[src/rtl/laser_pkg.sv]
// Shared types and constants for the LASER pair-search flow.
// Mask width, score width, FSM encoding and candidate-index unpacking helpers.
package laser_pkg;

  localparam int NPTS     = 40;
  localparam int CNT_W    = 6;
  localparam int NCAND    = 256;
  localparam int PIPE_LAT = 2;

  typedef logic [NPTS-1:0]  mask_t;
  typedef logic [CNT_W-1:0] score_t;

  typedef struct packed {
    logic [3:0] y;
    logic [3:0] x;
  } coord_t;

  localparam logic [1:0] IDLE   = 2'd0;
  localparam logic [1:0] SWEEP  = 2'd1;
  localparam logic [1:0] COMMIT = 2'd2;
  localparam logic [1:0] FINISH = 2'd3;

  function automatic logic [3:0] idx_x(input logic [7:0] idx);
    return idx[3:0];
  endfunction

  function automatic logic [3:0] idx_y(input logic [7:0] idx);
    return idx[7:4];
  endfunction

endpackage

[src/rtl/laser_pair_search_if.sv]
// Mask read port, control and result bundle of the pair search.
// master = search engine side, slave = mask store / controller side.
interface laser_pair_search_if;
  import laser_pkg::*;

  logic            START;
  logic [7:0]      MASK_RADDR;
  logic [NPTS-1:0] MASK_RDATA;
  logic [3:0]      C1X;
  logic [3:0]      C1Y;
  logic [3:0]      C2X;
  logic [3:0]      C2Y;
  logic [5:0]      SCORE;
  logic            BUSY;
  logic            DONE;

  modport master (
    input  START, MASK_RDATA,
    output MASK_RADDR, C1X, C1Y, C2X, C2Y, SCORE, BUSY, DONE
  );

  modport slave (
    output START, MASK_RDATA,
    input  MASK_RADDR, C1X, C1Y, C2X, C2Y, SCORE, BUSY, DONE
  );

endinterface

[src/rtl/laser_popcount.sv]
// Combinational population count of one NPTS-bit cover mask.
// Zero latency; no flow control.
module laser_popcount
  import laser_pkg::*;
(
  input  logic [NPTS-1:0]  bits,
  output logic [CNT_W-1:0] count
);

  always_comb begin
    count = '0;
    for (int i = 0; i < NPTS; i++) begin
      count = count + CNT_W'(bits[i]);
    end
  end

endmodule

[src/rtl/laser_pair_search.sv]
// Alternating coordinate-ascent search for two circle centres over 256 cover masks.
// Each sweep is 256 reads plus a 2-cycle drain, then a 1-cycle commit; START is ignored while busy.
module laser_pair_search
  import laser_pkg::*;
#(
  parameter int MAX_SWEEPS = 8
)
(
  input logic                 CLK,
  input logic                 RST,
  laser_pair_search_if.master bus
);

  localparam int SW_W = $clog2(MAX_SWEEPS + 1);
  localparam int SWEEP_LAST = NCAND + PIPE_LAT - 1;

  logic [1:0]      state;
  logic [8:0]      cnt;
  logic            mov_c2;
  logic [SW_W-1:0] sweeps;

  mask_t  fixed_mask;
  score_t cur_score;
  score_t best_score;
  mask_t  best_mask;
  logic [7:0] best_idx;

  score_t     pop;
  score_t     score_q;
  mask_t      mask_q;
  logic [7:0] score_idx;
  logic       score_vld;

  coord_t c1;
  coord_t c2;
  score_t score_out;

  laser_popcount u_pop (
    .bits  (fixed_mask | bus.MASK_RDATA),
    .count (pop)
  );

  // Read data in sweep cycle n belongs to address n-1; only cycles 1..256 carry a candidate.
  always_ff @(posedge CLK or posedge RST) begin
    if (RST) begin
      score_vld <= 1'b0;
      score_q   <= '0;
      mask_q    <= '0;
      score_idx <= '0;
    end else begin
      score_vld <= (state == SWEEP) && (cnt >= 9'd1) && (cnt <= 9'd256);
      score_q   <= pop;
      mask_q    <= bus.MASK_RDATA;
      score_idx <= cnt[7:0] - 8'd1;
    end
  end

  always_ff @(posedge CLK or posedge RST) begin
    if (RST) begin
      state      <= IDLE;
      cnt        <= '0;
      mov_c2     <= 1'b0;
      sweeps     <= '0;
      fixed_mask <= '0;
      cur_score  <= '0;
      best_score <= '0;
      best_mask  <= '0;
      best_idx   <= '0;
      c1         <= '0;
      c2         <= '0;
      score_out  <= '0;
    end else begin
      case (state)
        IDLE: begin
          if (bus.START) begin
            state      <= SWEEP;
            cnt        <= '0;
            mov_c2     <= 1'b0;
            sweeps     <= '0;
            fixed_mask <= '0;
            cur_score  <= '0;
            best_score <= '0;
            best_mask  <= '0;
            best_idx   <= '0;
            c1         <= '0;
            c2         <= '0;
            score_out  <= '0;
          end
        end

        SWEEP: begin
          // Strict compare keeps the lowest index on ties.
          if (score_vld && (score_q > best_score)) begin
            best_score <= score_q;
            best_mask  <= mask_q;
            best_idx   <= score_idx;
          end
          if (cnt == 9'(SWEEP_LAST)) begin
            state <= COMMIT;
            cnt   <= '0;
          end else begin
            cnt <= cnt + 9'd1;
          end
        end

        COMMIT: begin
          if (best_score > cur_score) begin
            if (mov_c2) begin
              c2.x <= idx_x(best_idx);
              c2.y <= idx_y(best_idx);
            end else begin
              c1.x <= idx_x(best_idx);
              c1.y <= idx_y(best_idx);
            end
            cur_score  <= best_score;
            fixed_mask <= best_mask;
            mov_c2     <= ~mov_c2;
            sweeps     <= sweeps + SW_W'(1);
            if (sweeps == SW_W'(MAX_SWEEPS - 1)) begin
              state     <= FINISH;
              score_out <= best_score;
            end else begin
              state      <= SWEEP;
              best_score <= '0;
              best_mask  <= '0;
              best_idx   <= '0;
            end
          end else begin
            state     <= FINISH;
            score_out <= cur_score;
          end
        end

        default: begin
          state <= IDLE;
        end
      endcase
    end
  end

  // Address holds at 255 through the two drain cycles.
  assign bus.MASK_RADDR = cnt[8] ? 8'hFF : cnt[7:0];
  assign bus.C1X        = c1.x;
  assign bus.C1Y        = c1.y;
  assign bus.C2X        = c2.x;
  assign bus.C2Y        = c2.y;
  assign bus.SCORE      = score_out;
  assign bus.BUSY       = (state == SWEEP) || (state == COMMIT);
  assign bus.DONE       = (state == FINISH);

endmodule

[src/flat_wrapper.sv]
// flat-port wrapper written by rule: the top's interface ports become plain ports
module laser_pair_search_flat import laser_pkg::*;
#(
  parameter int MAX_SWEEPS = 8
)
  (CLK, RST, bus_START, bus_MASK_RDATA, bus_MASK_RADDR, bus_C1X, bus_C1Y, bus_C2X, bus_C2Y, bus_SCORE, bus_BUSY, bus_DONE);
  laser_pair_search_if bus_i ();
  input logic CLK;
  input logic RST;
  input wire logic [$bits(bus_i.START)-1:0] bus_START;
  input wire logic [$bits(bus_i.MASK_RDATA)-1:0] bus_MASK_RDATA;
  output wire logic [$bits(bus_i.MASK_RADDR)-1:0] bus_MASK_RADDR;
  output wire logic [$bits(bus_i.C1X)-1:0] bus_C1X;
  output wire logic [$bits(bus_i.C1Y)-1:0] bus_C1Y;
  output wire logic [$bits(bus_i.C2X)-1:0] bus_C2X;
  output wire logic [$bits(bus_i.C2Y)-1:0] bus_C2Y;
  output wire logic [$bits(bus_i.SCORE)-1:0] bus_SCORE;
  output wire logic [$bits(bus_i.BUSY)-1:0] bus_BUSY;
  output wire logic [$bits(bus_i.DONE)-1:0] bus_DONE;
  assign bus_i.START = bus_START;
  assign bus_i.MASK_RDATA = bus_MASK_RDATA;
  assign bus_MASK_RADDR = bus_i.MASK_RADDR;
  assign bus_C1X = bus_i.C1X;
  assign bus_C1Y = bus_i.C1Y;
  assign bus_C2X = bus_i.C2X;
  assign bus_C2Y = bus_i.C2Y;
  assign bus_SCORE = bus_i.SCORE;
  assign bus_BUSY = bus_i.BUSY;
  assign bus_DONE = bus_i.DONE;
  laser_pair_search #(.MAX_SWEEPS(MAX_SWEEPS)) u_core (.CLK(CLK), .RST(RST), .bus(bus_i));
endmodule
[config.mk]
export PLATFORM = sky130hd
export DESIGN_NAME = laser_pair_search_flat
export DESIGN_NICKNAME = d
export VERILOG_FILES = /design/src/rtl/laser_pkg.sv /design/src/rtl/laser_pair_search_if.sv /design/src/rtl/laser_popcount.sv /design/src/rtl/laser_pair_search.sv /design/src/flat_wrapper.sv
export SDC_FILE = /design/constraint.sdc
export NUM_CORES = 1
export LEC_CHECK = 0
export CAP_MARGIN = 30
export CORE_MARGIN = 3
export CORE_UTILIZATION = 55
export DETAILED_ROUTE_END_ITERATION = 7
export GPL_TIMING_DRIVEN = 0
export PLACE_DENSITY = 0.73
export SYNTH_ARGS = -nofsm -noshare
export SYNTH_HDL_FRONTEND = slang
export SYNTH_SLANG_ARGS = --single-unit
[constraint.sdc]
create_clock -name CLK -period 9.1 [get_ports CLK]
set_input_delay 2.73 -clock CLK [delete_from_list [all_inputs] [get_ports CLK]]
set_output_delay 2.73 -clock CLK [all_outputs]
set_load 0.1 [all_outputs]
==> summary.txt <==
Hold path
  – Endpoint, Worst Hold: u_core.best_mask[35]
  – Critical hold path startpoint: u_core.mask_q[35]
  – Worst min path class: reg2reg
  – Hold depth: 1

Die
  – Die height: 131 um
  – Initial core utilization: 57.6%
  – Row count: 44
  – Core area: 14900 um^2
  – Die width: 131 um
  – Total I/O pin count: 75
  – Die Area: 17100 um^2

Power and ir drop
  – Pwr Total: 0.00252 W
  – Maximum VDD drop: 216 uV
  – Leak: 4.73 nW
  – Power per cell area: 247 nW/um^2

Cells and area
  – Final nets: 904
  – Layout cells sized above 1: 9.74%
  – Fin area: 10200 um^2
  – Area growth syn-to-layout: 19.1%
  – Fin cells: 995
  – ANT cells: 0

CTS
  – # clock sinks: 193
  – Clock slew at reported path FFs: 70 ps
  – Num CTS Buffers: 17
  – # hold bufs at CTS: 0
  – Clk Tree Root Cell: clkbuf_16
  – Setup Buffers After CTS: 0
  – Post_cts resized: 0
  – Clock Latency Late Sink: 440 ps
  – Clock Path Buffers: 2
  – H-tree Lvls: 4
  – CTS tree: done

Yosys
  – Syn Nets: 810
  – Post-synth top area share: 56.4%
  – Post-synth cell types: 44
  – Yosys top cell by area: dfrtp_1
  – Yosys reg bits: 193
  – Average cell area after synthesis: 12.2 um^2
  – Sequential share of the synthesized area: 56.4%
  – Post-Syn Area: 8560 um^2
  – Main area contributors after synthesis: dfrtp_1, a22o_1, fa_1
  – Cell count after synthesis: 704
  – Yosys warnings: 0

Global routing
  – Vias in the first global route: 6103
  – Largest net degree at the start of global routing: 134
  – GRT Overall Usage: 24.4%
  – Global-route wire length before repair: 31900 um
  – Initial antenna violation count: 0
  – Total grt overflow: 0

Placement
  – Cells after DPL: 963
  – I/O Buffers: 74
  – Dpl hpwl: 13700 um
  – Cell Area, Placed: 9570 um^2
  – Placer Congestion: 0.861

Routing
  – Drt first pass iters: 7
  – Initial DRC count: 485
  – Routed wire per std cell: 19.5 um
  – Via Count: 5848
  – WL final: 19400 um
  – Residual DRC: 0
  – Post-DR vias/cell: 5.88
  – Antenna viol nets, final: 0

Setup path
  – Most used cell, CP: fa_1
  – Arrival time at the worst endpoint: 8430 ps
  – Worst EP required: 9420 ps
  – Crit-path cells: clkdlybuf4s50_1, or2_2, fa_1, inv_1, fa_1, inv_1, fa_1, fa_1, inv_1, fa_1, fa_1, fa_1, inv_1, ha_1, a21o_1, a21oi_1, nor2b_1, o21ai_0, nand2b_1
  – R2R depth: 18
  – Worst path bufs/invs: 5
  – Crit-path max cell delay: 600 ps
  – Nature of the critical path endpoint: flop
  – Flop2flop setup slack: 3360 ps
  – RR Startpoint: u_core.fixed_mask[17]
  – Startpoint types: input port
  – RR Endpoint: u_core.score_q[5]
  – Worst-path fanout max: 2
  – CP top delay family: adder cells
  – Critical path's slowest cell: fa_1
  – Crit Path Category: in2reg

STA
  – Relative slew slack: 34.3%
  – Final worst path period share: 89.1%
  – Setup TNS Final: 0 ps
  – Final slew viol count: 0
  – Unrepaired setup endpoints after global routing: false
  – Minimum clock period: 8110 ps
  – Worst slew pin tran: 982 ps
  – WHS: 473 ps
  – Achievable Freq: 123 MHz
  – Final Skew: 8.12 ps
  – Final setup violation count: 0
  – Hold Vio Cnt, Final: 0

Flow run
  – Max Cap Viol: 0

Status
  – Run status: completed
[worst register-to-register path: cells and delay by family (launching register included)]
kind	cells	cell delay, ps
buf+inv	4	250
fa+ha+maj	8	4000
simple gates	3	440
flops	1	380
compound gates	3	550
[sequential cells by signal, summed over array words and instances, names as in the netlist, 6 cells and up]
register           cells
u_core.best_mask      40
u_core.score_q         6
u_core.best_idx        8
u_core.bus.SCORE       6
u_core.cnt             9
u_core.score_idx       8
u_core.mask_q         40
u_core.fixed_mask     40
u_core.best_score      6
u_core.cur_score       6
[layout make-up]
| cell class | count | area, um^2 |
|---|---|---|
| flip-flops and latches | 193 | 4830 |
| plain buffers | 36 | 184 |
| inverters | 61 | 236 |
| multi-input cells | 414 | 3320 |
| clock inverters | 12 | 169 |
| repair buffers | 75 | 768 |
| clock buffers | 20 | 457 |
| fillers | 1023 | 4670 |
| well taps | 184 | 230 |
[report_power, final]
part	leakage (nW)	internal [W]	total, W	switching [W]
clock network	0.306	0.000455	0.000796	0.000341
registers	2.49	0.000899	0.000909	0.0000109
logic	1.93	0.000387	0.000818	0.000431
total	4.73	0.00174	0.00252	0.000783
[cell usage in the layout, fill, tap and decap left out, drive strengths merged, types with 5 or more instances in the layout]
cell type and instances:
or2 30, xnor2 6, nand2 46, a21oi 8
nor3 5, o21ai 50, a32oi 7, dfrtp 193
nor2 37, buf 10, xor2 9, clkdlybuf4s50 74
fa 31, inv 68, nand3 8, clkbuf 47
a32o 7, a22o 90, ha 32, o31ai 6
[layer usage]
metal	GRT usage, %	routed length, um
met1	35.2	8790
met2	38.1	9320
met4	6.29	272
met3	5.33	1010
met5	0	0
[how the worst max path moves through the flow]
| stage | startpoint | endpoint | slack [ps] | cells past startpoint |
|---|---|---|---|---|
| floorplan | RST | u_core.best_idx[0] | 1110 | 1 |
| global placement | RST | u_core.mask_q[9] | -880 | 2 |
| detailed placement | bus_MASK_RDATA[17] | u_core.score_q[5] | 520 | 19 |
| CTS | bus_MASK_RDATA[17] | u_core.score_q[5] | 950 | 19 |
| global route | bus_MASK_RDATA[17] | u_core.score_q[5] | 690 | 19 |
| finish | bus_MASK_RDATA[17] | u_core.score_q[5] | 990 | 19 |
[Yosys cell counts]
master    instances
mux2_2            2
a21boi_0          1
a311oi_1          1
xnor2_1           6
inv_1            61
dfrtp_1         193
nor4_4            1
and4_1            1
buf_2             3
or4_1             2
o31ai_1           6
nor3_1            5
nor4_1            1
a21oi_1           8
o21a_1            3
o21ai_0          50
or3_1             2
nor2_1           36
nand4b_1          1
nand3_1           8
nor2b_1           4
nand2_1          46
a31oi_1           1
nand4_1           4
or2_2            30
clkbuf_1         27
ha_1             32
nand2b_1          3
o21bai_4          1
and2_1            1
buf_6             6
fa_1             31
xor2_1            9
a32oi_1           7
a32o_1            7
o211ai_1          4
a22oi_1           1
a211o_1           1
o41ai_2           1
nor4b_1           1
a21o_1            4
a22o_1           90
nor4_2            1
nor2_2            1
[logic make-up (layout without fill, tap and decap cells)]
kind of cell,count (synthesis),count (layout),synth area share (%)
and+or+nand+nor,148,148,8.59
buffers and inverters,97,204,4.82
DFF,193,193,56.4
adders and majority gates,63,63,11.9
xor gates and xnor gates,15,15,1.53
muxes,2,2,0.263
AOI/OAI and AO/OA,186,186,16.5
[metrics by stage]
stage          setup WS (ps)  utilization [%]
2_1_floorplan           1110                -
3_3_place_gp            -883             64.1
3_5_place_dp             516             64.4
4_1_cts                  948             68.6
5_1_grt                  690             68.6
6_report                 992             68.6
Power figures use the tool's default switching activity.
